### src/rtl/uart_pkg.sv
// Shared types for the UART receive/transmit path: parity modes, receiver
// FSM states and the layout of a received-frame FIFO entry.
package uart_pkg;

    typedef enum logic [1:0] {
        PAR_NONE = 2'd0,
        PAR_ODD  = 2'd1,
        PAR_EVEN = 2'd2
    } parity_e;

    typedef enum logic [2:0] {
        RX_IDLE,
        RX_START,
        RX_DATA,
        RX_PARITY,
        RX_STOP,
        RX_BREAK_WAIT
    } rx_state_e;

    // Widest payload any receiver instance supports.
    localparam int MAX_DATA_BITS = 9;

    // FIFO entry width: payload plus frame-error and parity-error flags.
    function automatic int rx_entry_w(input int data_bits);
        return data_bits + 2;
    endfunction

    // Entry layout at maximum payload width; narrower receivers use the same
    // ordering {frame_err, parity_err, data} with a DATA_BITS-wide payload.
    typedef struct packed {
        logic                     frame_err;
        logic                     parity_err;
        logic [MAX_DATA_BITS-1:0] data;
    } rx_entry_t;

endpackage

### src/rtl/uart_rx_fifo.sv
// First-word fall-through synchronous FIFO. The head word is visible on
// data_o whenever the FIFO is non-empty and reads as zero when empty.
// A push into a full FIFO is accepted only when a pop happens in the same cycle.
module uart_rx_fifo #(
    parameter  int WIDTH = 10,
    parameter  int DEPTH = 16,
    localparam int LW    = $clog2(DEPTH + 1)
) (
    input  logic             clk,
    input  logic             rst_n,
    input  logic             push_i,
    input  logic [WIDTH-1:0] data_i,
    output logic             full_o,
    input  logic             pop_i,
    output logic [WIDTH-1:0] data_o,
    output logic             empty_o,
    output logic [LW-1:0]    level_o
);

    localparam int AW = $clog2(DEPTH);

    logic [WIDTH-1:0] mem_q [DEPTH];
    logic [AW-1:0]    wr_ptr_q, wr_ptr_d;
    logic [AW-1:0]    rd_ptr_q, rd_ptr_d;
    logic [LW-1:0]    level_q, level_d;
    logic             do_push, do_pop;

    assign empty_o = (level_q == '0);
    assign full_o  = (level_q == LW'(DEPTH));
    assign level_o = level_q;
    assign data_o  = empty_o ? '0 : mem_q[rd_ptr_q];

    assign do_pop  = pop_i & ~empty_o;
    assign do_push = push_i & (~full_o | do_pop);

    // Pointer and occupancy bookkeeping; pointers wrap since DEPTH is a power of two.
    always_comb begin
        wr_ptr_d = wr_ptr_q;
        rd_ptr_d = rd_ptr_q;
        level_d  = level_q;
        if (do_push) wr_ptr_d = wr_ptr_q + AW'(1);
        if (do_pop)  rd_ptr_d = rd_ptr_q + AW'(1);
        case ({do_push, do_pop})
            2'b10:   level_d = level_q + LW'(1);
            2'b01:   level_d = level_q - LW'(1);
            default: level_d = level_q;
        endcase
    end

    // Pointer and level registers.
    always_ff @(posedge clk or negedge rst_n) begin
        if (!rst_n) begin
            wr_ptr_q <= '0;
            rd_ptr_q <= '0;
            level_q  <= '0;
        end else begin
            wr_ptr_q <= wr_ptr_d;
            rd_ptr_q <= rd_ptr_d;
            level_q  <= level_d;
        end
    end

    // Storage array; contents are don't-care until written.
    always_ff @(posedge clk) begin
        if (do_push) mem_q[wr_ptr_q] <= data_i;
    end

endmodule

### src/rtl/uart_rx_stream.sv
// UART receiver: synchronises rx_i, decodes start/data/parity/stop with
// mid-bit sampling, and queues {frame_err, parity_err, data} entries in a
// FWFT FIFO offered on a valid/ready stream. A held-low line yields a single
// break entry rather than a stream of phantom zero frames.
module uart_rx_stream
    import uart_pkg::*;
#(
    parameter  int CLKS_PER_BIT = 868,
    parameter  int DATA_BITS    = 8,
    parameter  int PARITY       = 0,
    parameter  int STOP_BITS    = 1,
    parameter  int FIFO_DEPTH   = 16,
    parameter  int SYNC_STAGES  = 2,
    localparam int LW           = $clog2(FIFO_DEPTH + 1)
) (
    input  logic                 clk,
    input  logic                 rst_n,
    input  logic                 rx_i,
    output logic                 m_valid_o,
    input  logic                 m_ready_i,
    output logic [DATA_BITS-1:0] m_data_o,
    output logic                 m_frame_err_o,
    output logic                 m_parity_err_o,
    output logic                 overflow_o,
    input  logic                 clear_i,
    output logic [LW-1:0]        level_o,
    output logic                 busy_o
);

    localparam int EW = rx_entry_w(DATA_BITS);
    localparam int CW = $clog2(CLKS_PER_BIT);
    localparam int BW = 4;

    localparam logic [CW-1:0] HALF_LD   = CW'(CLKS_PER_BIT / 2 - 1);
    localparam logic [CW-1:0] FULL_LD   = CW'(CLKS_PER_BIT - 1);
    localparam logic [BW-1:0] LAST_DATA = BW'(DATA_BITS - 1);
    localparam logic [BW-1:0] LAST_STOP = BW'(STOP_BITS - 1);
    localparam logic [1:0]    PMODE_RAW = PARITY[1:0];
    localparam parity_e       PMODE     = parity_e'(PMODE_RAW);

    typedef struct packed {
        logic                 frame_err;
        logic                 parity_err;
        logic [DATA_BITS-1:0] data;
    } entry_t;

    logic [SYNC_STAGES-1:0] sync_q;
    logic                   rx_s;

    rx_state_e              state_q, state_d;
    logic [CW-1:0]          cnt_q, cnt_d;
    logic [BW-1:0]          bit_q, bit_d;
    logic [DATA_BITS-1:0]   shreg_q, shreg_d;
    logic                   ferr_q, ferr_d;
    logic                   perr_q, perr_d;
    logic                   overflow_q, overflow_d;
    logic                   push;
    logic                   cnt_zero;

    entry_t                 push_entry, head_entry;
    logic                   fifo_full, fifo_empty, pop;

    // Input synchroniser; idles high so reset never looks like a start bit.
    always_ff @(posedge clk or negedge rst_n) begin
        if (!rst_n) sync_q <= '1;
        else        sync_q <= {sync_q[SYNC_STAGES-2:0], rx_i};
    end

    assign rx_s     = sync_q[SYNC_STAGES-1];
    assign cnt_zero = (cnt_q == '0);

    // Receiver FSM next-state: every sample point is where the bit counter hits zero.
    always_comb begin
        state_d = state_q;
        cnt_d   = cnt_q;
        bit_d   = bit_q;
        shreg_d = shreg_q;
        ferr_d  = ferr_q;
        perr_d  = perr_q;
        push    = 1'b0;
        case (state_q)
            RX_IDLE: begin
                if (!rx_s) begin
                    state_d = RX_START;
                    cnt_d   = HALF_LD;
                    bit_d   = '0;
                    ferr_d  = 1'b0;
                    perr_d  = 1'b0;
                end
            end
            RX_START: begin
                if (!cnt_zero) begin
                    cnt_d = cnt_q - CW'(1);
                end else if (rx_s) begin
                    state_d = RX_IDLE;
                end else begin
                    state_d = RX_DATA;
                    cnt_d   = FULL_LD;
                end
            end
            RX_DATA: begin
                if (!cnt_zero) begin
                    cnt_d = cnt_q - CW'(1);
                end else begin
                    shreg_d = {rx_s, shreg_q[DATA_BITS-1:1]};
                    cnt_d   = FULL_LD;
                    if (bit_q == LAST_DATA) begin
                        bit_d   = '0;
                        state_d = (PMODE != PAR_NONE) ? RX_PARITY : RX_STOP;
                    end else begin
                        bit_d = bit_q + BW'(1);
                    end
                end
            end
            RX_PARITY: begin
                if (!cnt_zero) begin
                    cnt_d = cnt_q - CW'(1);
                end else begin
                    perr_d  = (PMODE == PAR_ODD) ? ~(^shreg_q ^ rx_s) : (^shreg_q ^ rx_s);
                    cnt_d   = FULL_LD;
                    state_d = RX_STOP;
                end
            end
            RX_STOP: begin
                if (!cnt_zero) begin
                    cnt_d = cnt_q - CW'(1);
                end else begin
                    ferr_d = ferr_q | ~rx_s;
                    cnt_d  = FULL_LD;
                    if (bit_q == LAST_STOP) begin
                        push    = 1'b1;
                        state_d = (ferr_d && (shreg_q == '0) && !rx_s) ? RX_BREAK_WAIT : RX_IDLE;
                    end else begin
                        bit_d = bit_q + BW'(1);
                    end
                end
            end
            RX_BREAK_WAIT: begin
                if (rx_s) state_d = RX_IDLE;
            end
            default: state_d = RX_IDLE;
        endcase
    end

    // Receiver FSM registers; reset aborts any frame in flight.
    always_ff @(posedge clk or negedge rst_n) begin
        if (!rst_n) begin
            state_q <= RX_IDLE;
            cnt_q   <= '0;
            bit_q   <= '0;
            shreg_q <= '0;
            ferr_q  <= 1'b0;
            perr_q  <= 1'b0;
        end else begin
            state_q <= state_d;
            cnt_q   <= cnt_d;
            bit_q   <= bit_d;
            shreg_q <= shreg_d;
            ferr_q  <= ferr_d;
            perr_q  <= perr_d;
        end
    end

    // Last stop-bit sample is folded into the pushed entry directly.
    assign push_entry = '{frame_err: ferr_d, parity_err: perr_q, data: shreg_q};

    uart_rx_fifo #(
        .WIDTH (EW),
        .DEPTH (FIFO_DEPTH)
    ) u_fifo (
        .clk     (clk),
        .rst_n   (rst_n),
        .push_i  (push),
        .data_i  (push_entry),
        .full_o  (fifo_full),
        .pop_i   (pop),
        .data_o  (head_entry),
        .empty_o (fifo_empty),
        .level_o (level_o)
    );

    assign m_valid_o      = ~fifo_empty;
    assign pop            = m_valid_o & m_ready_i;
    assign m_data_o       = head_entry.data;
    assign m_frame_err_o  = head_entry.frame_err;
    assign m_parity_err_o = head_entry.parity_err;
    assign busy_o         = (state_q != RX_IDLE);

    // Sticky overflow: a dropped frame wins over a same-cycle clear.
    always_comb begin
        overflow_d = overflow_q;
        if (push && fifo_full && !pop) overflow_d = 1'b1;
        else if (clear_i)              overflow_d = 1'b0;
    end

    // Overflow flag register.
    always_ff @(posedge clk or negedge rst_n) begin
        if (!rst_n) overflow_q <= 1'b0;
        else        overflow_q <= overflow_d;
    end

    assign overflow_o = overflow_q;

endmodule
### config.mk
export PLATFORM = sky130hd
export DESIGN_NAME = uart_rx_stream
export DESIGN_NICKNAME = d
export VERILOG_FILES = /design/src/rtl/uart_pkg.sv /design/src/rtl/uart_rx_fifo.sv /design/src/rtl/uart_rx_stream.sv
export SDC_FILE = /design/constraint.sdc
export NUM_CORES = 1
export LEC_CHECK = 0
export BUFFER_PORTS_ARGS = -buffer_cell sky130_fd_sc_hd__buf_2
export CAP_MARGIN = 25
export CORE_MARGIN = 2
export CORE_UTILIZATION = 56
export DETAILED_ROUTE_END_ITERATION = 10
export GPL_TIMING_DRIVEN = 0
export PLACE_DENSITY = 0.81
export SKIP_CTS_REPAIR_TIMING = 1
export SLEW_MARGIN = 20
export SYNTH_ARGS = -nofsm -noshare
export SYNTH_HDL_FRONTEND = slang
export SYNTH_SLANG_ARGS = --single-unit
### constraint.sdc
create_clock -name clk -period 3.1 [get_ports clk]
set_clock_uncertainty 0.2 [all_clocks]
set_input_delay 0.155 -clock clk [delete_from_list [all_inputs] [get_ports clk]]
set_output_delay 0.155 -clock clk [all_outputs]
set_load 0.005 [all_outputs]
; Word-level counts from Yosys, hierarchy flattened
; Memory sizes are Yosys's and may differ from the RTL's.
; Index checks and enable logic that the tools add are counted.
[word_totals]
regBits = 43
latch_bits = 0
ramBits = 160
mem_bits_ro = 0
in_bits = 5
output_inout_bits = 18
wordCells = 107
mem_count = 1
[op_classes]
n_addsub = 6
mul = 0
n_div = 0
n_lt_le_gt_ge = 0
n_eq_ne = 19
shifts = 0
muxes = 37
n_bitwise = 9
reduce_logical = 24
[memory_table]
columns = name, depth, word_bits, read_ports, rd_ports_with_merged_regs, write_ports, line_no
row1 = u_fifo.mem_q, 16, 10, 1, 0, 1, uart_rx_fifo.sv:22  ; logic [WIDTH-1:0] mem_q [DEPTH];
[op_table]
columns = operator, count
row1 = 2-to-1 mux 10 bit, 5
row2 = one-hot mux 10 bit (3 select lines), 1
row3 = 2-to-1 mux 3 bit, 9
row4 = 2-to-1 mux 4 bit, 5
row5 = inequality test 2 bit (second input constant), 9
row6 = one-hot mux 3 bit (6 select lines), 1
row7 = adder 4 x 1 -> 4 bit (second input constant), 3
row8 = one-hot mux 4 bit (3 select lines), 1
row9 = 2-to-1 mux 1 bit, 11
row10 = zero test 10 bit, 1
row11 = one-hot mux 5 bit (2 select lines), 1
row12 = subtractor 10 x 1 -> 10 bit (second input constant), 1
row13 = nonzero test 3 bit, 3
row14 = zero test 8 bit, 1
row15 = AND reduction 8 bit, 1
row16 = parity 8 bit, 1
row17 = equality test 3 x 2 -> 1 bit (second input constant), 2
row18 = equality test 3 bit (second input constant), 2
row19 = AND reduction 3 bit, 2
row20 = nonzero test 2 bit, 3
row21 = adder 5 x 1 -> 5 bit (second input constant), 1
row22 = equality test 5 bit (second input constant), 1
row23 = zero test 5 bit, 1
row24 = AND reduction 5 bit, 1
row25 = other kinds (18), 28

; Logic depth before layout (Yosys ltp)
; Gate-level depths: netlist of run 1.
[logic_depth]
depth_word = 8
mapped_depth = 15
depth_no_buf = 13

; Hierarchy
; A second synthesis of run 1 with hierarchy kept.
[unflattened]
cells_unflattened = 555
area_unflattened_um2 = 8911.0
[modules_own_cells]
columns = mod, instances, cells_per_inst, area_per_inst_um2
row1 = uart_rx_fifo, 1, 352, 7071.8
row2 = uart_rx_stream, 1, 203, 1839.3

; Worst setup path after synthesis of run 1
; No wires, ideal clock.
[synth_path]
path_kind = reg-to-reg
start = reg cnt_q[0]
end = reg u_fifo.level_q[4] (netlist: u_fifo.level_o[4])
setup_time_ns = 0.123
t_arrival_ns = 2.818
required_time_ns = 2.777
slack_ns = -0.041
stages_incl_launch_ff = 16
synth_period_minus_slack_ns = 3.141
path_cell_list = dfrtp_1 > inv_1 > ha_1 > or3b_2 > nor2_2 > and3_1 > buf_6 > inv_6 > ha_1 > clkbuf_1 > xor2_1 > ha_1 > and3b_1 > o21ai_0 > a21oi_1 > xnor2_1
[synth_between]
elab_chain_len = 6
word_cells_on_any_way = 8
[synth_lines]
columns = item, line_no
row1 = "start, declared", uart_rx_stream.sv:51  ; logic [CW-1:0] cnt_q, cnt_d;
row2 = "start signal, assigned", uart_rx_stream.sv:156  ; cnt_q <= cnt_d;
row3 = zero test 10 bit *, uart_rx_stream.sv:70  ; assign cnt_zero = (cnt_q == '0);
row4 = 2-to-1 mux 1 bit *, uart_rx_stream.sv:125  ; if (!cnt_zero) begin
row5 = 2-to-1 mux 1 bit *, uart_rx_stream.sv:81  ; case (state_q)
row6 = bitwise AND 1 bit *, uart_rx_fifo.sv:34  ; assign do_push = push_i & (~full_o | do_pop);
row7 = equality test 2 x 1 -> 1 bit / equality test 2 bit (equally long branches), uart_rx_fifo.sv:43  ; case ({do_push, do_pop})
row8 = one-hot mux 5 bit (2 select lines) / nonzero test 2 bit (equally long branches), --
row9 = "end signal, assigned", uart_rx_fifo.sv:59  ; level_q <= level_d;
row10 = "end, declared", uart_rx_fifo.sv:25  ; logic [LW-1:0] level_q, level_d;
; Every way passes the cells marked *; elsewhere a longest branch is shown, timed or not.
; A chain may end at the register's enable or synchronous reset.

; Worst setup path after layout of run 1
[layout_path]
start = reg cnt_q[1]
end = mem u_fifo.mem_q[12][1], enable pin
[layout_between]
elab_chain_len = 6
[layout_lines]
columns = item, line_no
row1 = zero test 10 bit, uart_rx_stream.sv:70
row2 = 2-to-1 mux 1 bit, uart_rx_stream.sv:125
row3 = 2-to-1 mux 1 bit, uart_rx_stream.sv:81
row4 = bitwise AND 1 bit, uart_rx_fifo.sv:34
row5 = 2-to-1 mux 1 bit, uart_rx_fifo.sv:65  ; if (do_push) mem_q[wr_ptr_q] <= data_i;
row6 = 2-to-1 mux 1 bit (not written as such), uart_rx_fifo.sv:65
row7 = "end, declared", uart_rx_fifo.sv:22
; No other way between the ends.

==> implementation parameters, run 1 <==
Parameter                              Value

Setup path
  Worst EP arrival ... 2.94 ns
  Critical path type ... reg -> reg
  Largest fanout on the critical path ... 10
  Crit start category ... flip-flop
  CP Data Required Time ... 3.03 ns
  Endpoint kind of the worst setup timing path ... flip-flop

Timing
  Hold violation count in the final report ... 0
  Slew Limit Headroom ... 43.9%
  Minimum period implied by the final worst setup slack ... around 3.0 ns
  Max-slew violations ... 0
  Final sum of negative setup slack ... 0 ns
  Final period utilization ... a little over nine tenths
  Top achievable clock speed ... ~330 MHz
  Setup repair after global routing missed its margin ... true
  Worst hold margin ... ~0.0028 ns
  Final number of setup-violating endpoints ... 0
  Measured slew at the worst slew-check pin ... 0.841 ns

Synth
  Post-synth top area share ... between 50% and 60%
  Largest family of logic cells by synthesized area ... multiplexers
  Syn Std Cell Area ... 0.00885 mm²
  Post-synthesis instance total ... 518
  Fraction of registers with async set/reset ... a little over a fifth
  YS warnings ... 0
  Most numerous cell in the Yosys netlist ... sky130_fd_sc_hd__edfxtp_1
  Total nets after synthesis ... around 540
  Number of synthesized flops with an enable pin ... 160
  Compound-cell area share of the yosys netlist ... 4.50%
  Cells taking the most area after synthesis ... sky130_fd_sc_hd__edfxtp_1 (54%), sky130_fd_sc_hd__dfrtp_1 (12%), sky130_fd_sc_hd__mux4_2 (10%)
  #FFs+latches synth ... 203
  Synth Area in Adders ... 2.26%
  Synth unique cells ... 73
  Multiplexer share of the synthesized area ... ~14%
  Top_reg_cell synth ... sky130_fd_sc_hd__edfxtp_1
  Top cells by instance count after synthesis ... sky130_fd_sc_hd__edfxtp_1 (160), sky130_fd_sc_hd__dfrtp_1 (41), sky130_fd_sc_hd__mux4_2 (40), sky130_fd_sc_hd__mux2i_1 (29), sky130_fd_sc_hd__inv_1 (19)
  Area leader, netlist ... sky130_fd_sc_hd__edfxtp_1
  Sequential cell area fraction in the yosys report ... around 66%
  Post-synthesis xor/xnor area fraction ... between 1.5 and 2%
  Syn Area/Cell ... approximately 17 µm²
  Post-Synth Simple-Gate Area ... under 10%

Clock tree
  Clock root buffer master ... sky130_fd_sc_hd__clkbuf_16
  Total number of clock tree sinks ... ~200
  CTS H-tree depth ... 1
  Number of buffers on the longest clock path ... 3
  Clock tree from TritonCTS ... yes
  Worst-Skew Late Latency ... around 0.50 ns
  Reg clk slew, reported paths ... 0.06 ns
  Total clock buffers created by CTS ... 21

Finish
  Register Area ... 0.00588 mm²
  Number of nets in the layout ... around 600
  Area Overhead vs Synth ... 14.2%
  Filler cell count in the final layout ... slightly above 1,000
  Area of the multi-input gates ... between 0.002 and 0.003 mm²
  Ant diodes ... 0
  Layout cells sized above 1 ... around 27%

Pwr
  Power density cells ... around 650 mW/mm²
  Pleak ... between 0.004 and 0.005 µW
  Max IR drop VDD ... between 0.4 and 0.5 mV
  Post-route total power ... 6570 µW

Outcome
  Result of the run ... complete, no violations

Routing
  DR WL/cell ... around 22 µm
  Total number of vias ... about 5,000
  Initial DRC count ... 404
  Number of remaining DRC errors ... 0
  Antenna-violating nets left ... 0
  Number of vias per cell ... about 6.2
  TritonRoute pass-1 iters ... 5
  Post-Route WL ... roughly 18 mm

GRT
  Maximum number of pins on one net before global-route repair ... 44
  Global-route wire length before repair ... 27.7 mm
  Total overflow reported by the global router ... 0
  Initial antenna violation count ... 0
  Total global-route track usage ... a little over a fifth
  Via count of the first global-routing pass ... between 5,000 and 6,000

Flow run
  Number of violations of the max-capacitance limit ... 0

Hold path
  Min-delay worst type ... in -> reg

Floorplanning
  Core footprint ... approximately 0.015 mm²
  Die width ... roughly 130 µm
  Die Outline Area ... ~0.017 mm²
  Initial cell density of the core ... approximately 58%
  Count of pins on the block boundary ... 23
  Y dimension of the die ... about 130 µm
  Total number of placement rows ... 45

Placement
  Quantity of I/O buffers inserted on ports ... 22
  Post-detailed-placement half-perimeter wirelength ... 11.3 mm
  Gpl congestion ... 0.824
[report_power, final]
group / switching [µW] / total [µW] / internal (µW)
registers: 114 / 3080 / 2970
clock network: 1060 / 2430 / 1380
logic: 590 / 1050 / 464
[logic make-up after synthesis]
group	Yosys count
compound gates	58
fa+ha+maj	16
simple gates	103
xor+xnor	18
mux	74
flops	203
buf+inv	46
[worst paths after layout]
path,start,to,slack [ns],depth (start not counted)
max,cnt_q[1]$_DFFE_PN0P_,u_fifo.mem_q[12][1]$_DFFE_PP_,0.09,8
min,m_ready_i,u_fifo.rd_ptr_q[2]$_DFFE_PN0P_,0.003,4
max reg2reg,cnt_q[1]$_DFFE_PN0P_,u_fifo.mem_q[12][1]$_DFFE_PP_,0.09,8
min reg2reg,sync_q[0]$_DFF_PN1_,sync_q[1]$_DFF_PN1_,0.17,0
max in group asynchronous,rst_n,shreg_q[2]$_DFFE_PN0P_,0.99,4
min in group asynchronous,rst_n,overflow_o$_DFFE_PN0P_,0.50,4
[registers in the layout, indices dropped and copies added (netlist names)]
name             flops
bit_q                4
state_q              3
u_fifo.wr_ptr_q      4
u_fifo.rd_ptr_q      4
u_fifo.level_o       5
ferr_q               1
shreg_q              8
sync_q               2
perr_q               1
overflow_o           1
u_fifo.mem_q       160
cnt_q               10
[stage by stage]
| step | area [µm²] | util [%] | setup slack [ns] | std cells |
|---|---|---|---|---|
| final | 10100 | 66.0 | 0.0877 | 800 |
| after detailed placement | 9270 | 60.5 | -0.281 | 751 |
| after CTS | 9940 | 64.9 | -0.305 | 789 |
| after global placement | 9230 | 60.3 | -0.296 | 751 |
| after global routing | 10100 | 66.0 | -0.0118 | 800 |
| after floorplan | 8860 | - | 0.0234 | 518 |
[metal layers]
| metal | wire length, µm | GRT usage, % | vias to the layer above |
|---|---|---|---|
| li1 | - | - | 2191 |
| met5 | 0 | 0 | - |
| met3 | 1120 | 3.65 | 34 |
| met1 | 7200 | 30.5 | 2528 |
| met2 | 9000 | 36.4 | 218 |
| met4 | 341 | 5.76 | 0 |
[layout make-up]
class,count,area share (%)
buffer,23,1.35
inverter,20,0.792
tap,211,2.61
clock inverter,14,1.23
sequential,203,58.2
multi-input combinational,269,28.0
timing repair buffer,36,2.40
clock buffer,24,5.41
[critical path, cell delays in order, from the launching register on]
cell and delay, ns:
sky130_fd_sc_hd__dfrtp_1 0.40, sky130_fd_sc_hd__inv_1 0.10, sky130_fd_sc_hd__ha_2 0.19, sky130_fd_sc_hd__or3b_4 0.41
sky130_fd_sc_hd__nor2_4 0.18, sky130_fd_sc_hd__and3_4 0.25, sky130_fd_sc_hd__buf_4 0.15, sky130_fd_sc_hd__buf_8 0.12
sky130_fd_sc_hd__and4_1 0.64
[cell usage in the layout (no fill, tap or decap), types with 7 or more instances in the layout]
cell | netlist | layout
sky130_fd_sc_hd__edfxtp_1 | 160 | 160
sky130_fd_sc_hd__clkbuf_16 | 0 | 21
sky130_fd_sc_hd__xnor2_1 | 11 | 11
sky130_fd_sc_hd__buf_2 | 7 | 25
sky130_fd_sc_hd__o21ai_0 | 8 | 8
sky130_fd_sc_hd__mux4_2 | 40 | 40
sky130_fd_sc_hd__mux2i_1 | 29 | 29
sky130_fd_sc_hd__clkbuf_1 | 10 | 7
sky130_fd_sc_hd__inv_1 | 19 | 17
sky130_fd_sc_hd__a21oi_1 | 8 | 8
sky130_fd_sc_hd__dfrtp_1 | 41 | 41
sky130_fd_sc_hd__ha_1 | 16 | 13
sky130_fd_sc_hd__o22ai_1 | 11 | 11
sky130_fd_sc_hd__nand3_1 | 7 | 7
sky130_fd_sc_hd__nand2_1 | 13 | 13
sky130_fd_sc_hd__nor2_1 | 12 | 11
sky130_fd_sc_hd__and4b_1 | 7 | 7
sky130_fd_sc_hd__buf_4 | 2 | 9
(Power assumes the default switching activity.)
==> inputs of run 2 (changes only) <==
--- a/config.mk
+++ b/config.mk
@@ -12,6 +12,7 @@
 export DETAILED_ROUTE_END_ITERATION = 10
 export GPL_TIMING_DRIVEN = 0
 export PLACE_DENSITY = 0.81
+export REMOVE_ABC_BUFFERS = 1
 export SKIP_CTS_REPAIR_TIMING = 1
 export SLEW_MARGIN = 20
 export SYNTH_ARGS = -nofsm -noshare
==> implementation parameters, run 2 (synthesized netlist as in run 1, its figures left out) <==
Parameter                              Value

Outcome
  Result of the run ... complete, no violations (unchanged)

Finish
  Register ranked first by flip-flop count ... u_fifo.mem_q (unchanged)
  Ant diodes ... 0 (unchanged)
  Area Overhead vs Synth ... 11.7% (was 14.2%)
  Filler cell count in the final layout ... 1,060 (was 1,030)
  Final core area utilization ... 64.6% (was 66.0%)
  Layout cells sized above 1 ... 24.4% (was 27.3%)
  Max reg flops ... 160 (unchanged)
  Top flop regs ... u_fifo.mem_q: 160 flops, cnt_q: 10 flops, shreg_q: 8 flops (unchanged)
  Area of the multi-input gates ... 0.00282 mm² (was 0.00283 mm²)
  Register Area ... 0.00589 mm² (was 0.00588 mm²)
  Leading cell types in the layout, fill and taps excluded ... sky130_fd_sc_hd__edfxtp_1 (160), sky130_fd_sc_hd__mux4_2 (40), sky130_fd_sc_hd__dfrtp_1 (37) (was sky130_fd_sc_hd__edfxtp_1 (160), sky130_fd_sc_hd__dfrtp_1 (41), sky130_fd_sc_hd__mux4_2 (40))
  Number of nets in the layout ... 570 (was 595)
  Most common library cell in the layout ignoring fill and taps ... sky130_fd_sc_hd__edfxtp_1 (unchanged)

GRT
  Total global-route track usage ... 21.1% (was 21.8%)
  Total overflow reported by the global router ... 0 (unchanged)
  Maximum number of pins on one net before global-route repair ... 44 (unchanged)
  Initial antenna violation count ... 0 (unchanged)
  Global-route wire length before repair ... 27.1 mm (was 27.7 mm)
  Via count of the first global-routing pass ... 4,971 (was 5,005)

Pwr
  Pleak ... 0.00394 µW (was 0.00407 µW)
  Power density cells ... 638 mW/mm² (was 650 mW/mm²)
  Post-route total power ... 6310 µW (was 6570 µW)
  Max IR drop VDD ... 0.677 mV (was 0.472 mV)

Routing
  TritonRoute pass-1 iters ... 5 (unchanged)
  Number of remaining DRC errors ... 0 (unchanged)
  Met2 wire len ... 8.75 mm (was 9.00 mm)
  Uppermost routed layer ... met4 (unchanged)
  Total number of vias ... 4,810 (was 4,971)
  Number of vias per cell ... 6.23 (was 6.21)
  Post-Route WL ... 17.2 mm (was 17.7 mm)
  Total length of routed met3 wires ... 890 µm (was 1.12 mm)
  Met1 wire length ... 7.15 mm (was 7.20 mm)
  DR WL/cell ... 22.3 µm (was 22.1 µm)
  Initial DRC count ... 353 (was 404)
  Antenna-violating nets left ... 0 (unchanged)

Clock tree
  CTS H-tree depth ... 1 (unchanged)
  Clock root buffer master ... sky130_fd_sc_hd__clkbuf_16 (unchanged)
  Clock tree from TritonCTS ... yes (unchanged)
  Total clock buffers created by CTS ... 21 (unchanged)
  Worst-Skew Late Latency ... 0.48 ns (was 0.50 ns)
  Number of buffers on the longest clock path ... 3 (unchanged)
  Reg clk slew, reported paths ... 0.06 ns (about the same)
  Total number of clock tree sinks ... 203 (unchanged)

Setup path
  Critical path type ... reg -> reg (unchanged)
  Cells on worst reg2reg path ... 13 (was 8)
  Endpoint kind of the worst setup timing path ... flip-flop (unchanged)
  Worst flop-to-flop path startpoint ... bit_q[1]$_DFFE_PN0P_ (was cnt_q[1]$_DFFE_PN0P_)
  R2r setup slk ... 0.02 ns (was 0.09 ns)
  Worst EP arrival ... 3.24 ns (was 2.94 ns)
  CP Data Required Time ... 3.26 ns (was 3.03 ns)
  Crit start category ... flip-flop (unchanged)
  Largest fanout on the critical path ... 8 (was 10)
  Reg-to-reg endpoint ... u_fifo.level_o[4]$_DFFE_PN0P_ (was u_fifo.mem_q[12][1]$_DFFE_PP_)

Floorplanning
  Die width ... 130 µm (unchanged)
  Initial cell density of the core ... 57.8% (unchanged)
  Core footprint ... 0.0153 mm² (unchanged)
  Total number of placement rows ... 45 (unchanged)
  Die Outline Area ... 0.0168 mm² (unchanged)
  Count of pins on the block boundary ... 23 (unchanged)
  Y dimension of the die ... 130 µm (unchanged)

Placement
  Gpl congestion ... 0.836 (was 0.824)
  Quantity of I/O buffers inserted on ports ... 22 (unchanged)
  Post-detailed-placement half-perimeter wirelength ... 10.4 mm (was 11.3 mm)

Timing
  Slew Limit Headroom ... 42.5% (was 43.9%)
  Final period utilization ... 99.3% (was 97.2%)
  Hold violation count in the final report ... 0 (unchanged)
  Measured slew at the worst slew-check pin ... 0.859 ns (was 0.841 ns)
  Final sum of negative setup slack ... 0 ns (unchanged)
  Minimum period implied by the final worst setup slack ... 3.08 ns (was 3.01 ns)
  Worst hold margin ... 0.0165 ns (was 0.00283 ns)
  Setup repair after global routing missed its margin ... true (unchanged)
  Max-slew violations ... 0 (unchanged)
  Final number of setup-violating endpoints ... 0 (unchanged)
  Top achievable clock speed ... 325 MHz (was 332 MHz)

Flow run
  Number of violations of the max-capacitance limit ... 0 (unchanged)

Hold path
  Min-delay worst type ... in -> async (was in -> reg)
## run 2: cell count changes in the layout (fill, tap and decap cells not counted), moves of 3 or more
cell,delta
sky130_fd_sc_hd__buf_1,-3
sky130_fd_sc_hd__dfrtp_1,-4
sky130_fd_sc_hd__dfrtp_2,+3
sky130_fd_sc_hd__clkbuf_4,-4
sky130_fd_sc_hd__buf_2,-4
sky130_fd_sc_hd__clkbuf_2,-4
sky130_fd_sc_hd__clkinv_1,+4
sky130_fd_sc_hd__clkinv_2,-3
## run 2: worst max path at each step
stage	from	end	slack [ns]	depth (start not counted)
floorplan	cnt_q[0]$_DFFE_PN0P_	u_fifo.level_o[4]$_DFFE_PN0P_	-0.13	13
global placement	u_fifo.rd_ptr_q[0]$_DFFE_PN0P_	m_parity_err_o	-0.81	4
detailed placement	cnt_q[0]$_DFFE_PN0P_	u_fifo.level_o[4]$_DFFE_PN0P_	-0.61	13
CTS	cnt_q[0]$_DFFE_PN0P_	u_fifo.level_o[4]$_DFFE_PN0P_	-0.61	13
global route	bit_q[1]$_DFFE_PN0P_	u_fifo.level_o[4]$_DFFE_PN0P_	-0.12	13
finish	bit_q[1]$_DFFE_PN0P_	u_fifo.level_o[4]$_DFFE_PN0P_	0.02	13
## run 2: cell type report
| cell class | count | area share [%] |
|---|---|---|
| clock buffer | 27 | 5.54 |
| clock inverter | 8 | 0.418 |
| inverter | 20 | 0.810 |
| multi-input combinational | 269 | 28.5 |
| sequential | 203 | 59.6 |
| tap | 211 | 2.67 |
| timing repair buffer | 34 | 2.48 |
## run 2: per-layer routing
metal  up-vias  GRT usage (%)
met1      2488           29.1
li1       2128              -
met3        40           2.99
met5         -              0
met2       154           35.6
met4         0           6.20
## run 2: critical path: stages (launching register included)
cell and delay (ns):
sky130_fd_sc_hd__dfrtp_1 0.40, sky130_fd_sc_hd__inv_1 0.10, sky130_fd_sc_hd__ha_1 0.17, sky130_fd_sc_hd__or3b_4 0.40, sky130_fd_sc_hd__nor3_4 0.22, sky130_fd_sc_hd__and3_4 0.27, sky130_fd_sc_hd__inv_6 0.07, sky130_fd_sc_hd__ha_4 0.19
sky130_fd_sc_hd__xor2_1 0.15, sky130_fd_sc_hd__ha_2 0.20, sky130_fd_sc_hd__and3b_1 0.18, sky130_fd_sc_hd__o21ai_1 0.18, sky130_fd_sc_hd__a21oi_2 0.09, sky130_fd_sc_hd__xnor2_1 0.13
## run 2: power by group
| group | switching [µW] | leakage, µW | internal, µW |
|---|---|---|---|
| logic | 393 | 0.00125 | 455 |
| clock network | 989 | 0.000285 | 1240 |
| registers | 249 | 0.00241 | 2970 |
| total | 1630 | 0.00394 | 4670 |
## run 2: per-stage QoR
stage / cells / setup WS, ns / area [µm²]
4_1_cts: 762 / -0.607 / 9760
3_3_place_gp: 725 / -0.813 / 9080
5_1_grt: 772 / -0.123 / 9890
2_1_floorplan: 492 / -0.130 / 8710
3_5_place_dp: 727 / -0.610 / 9170
6_report: 772 / 0.0208 / 9890
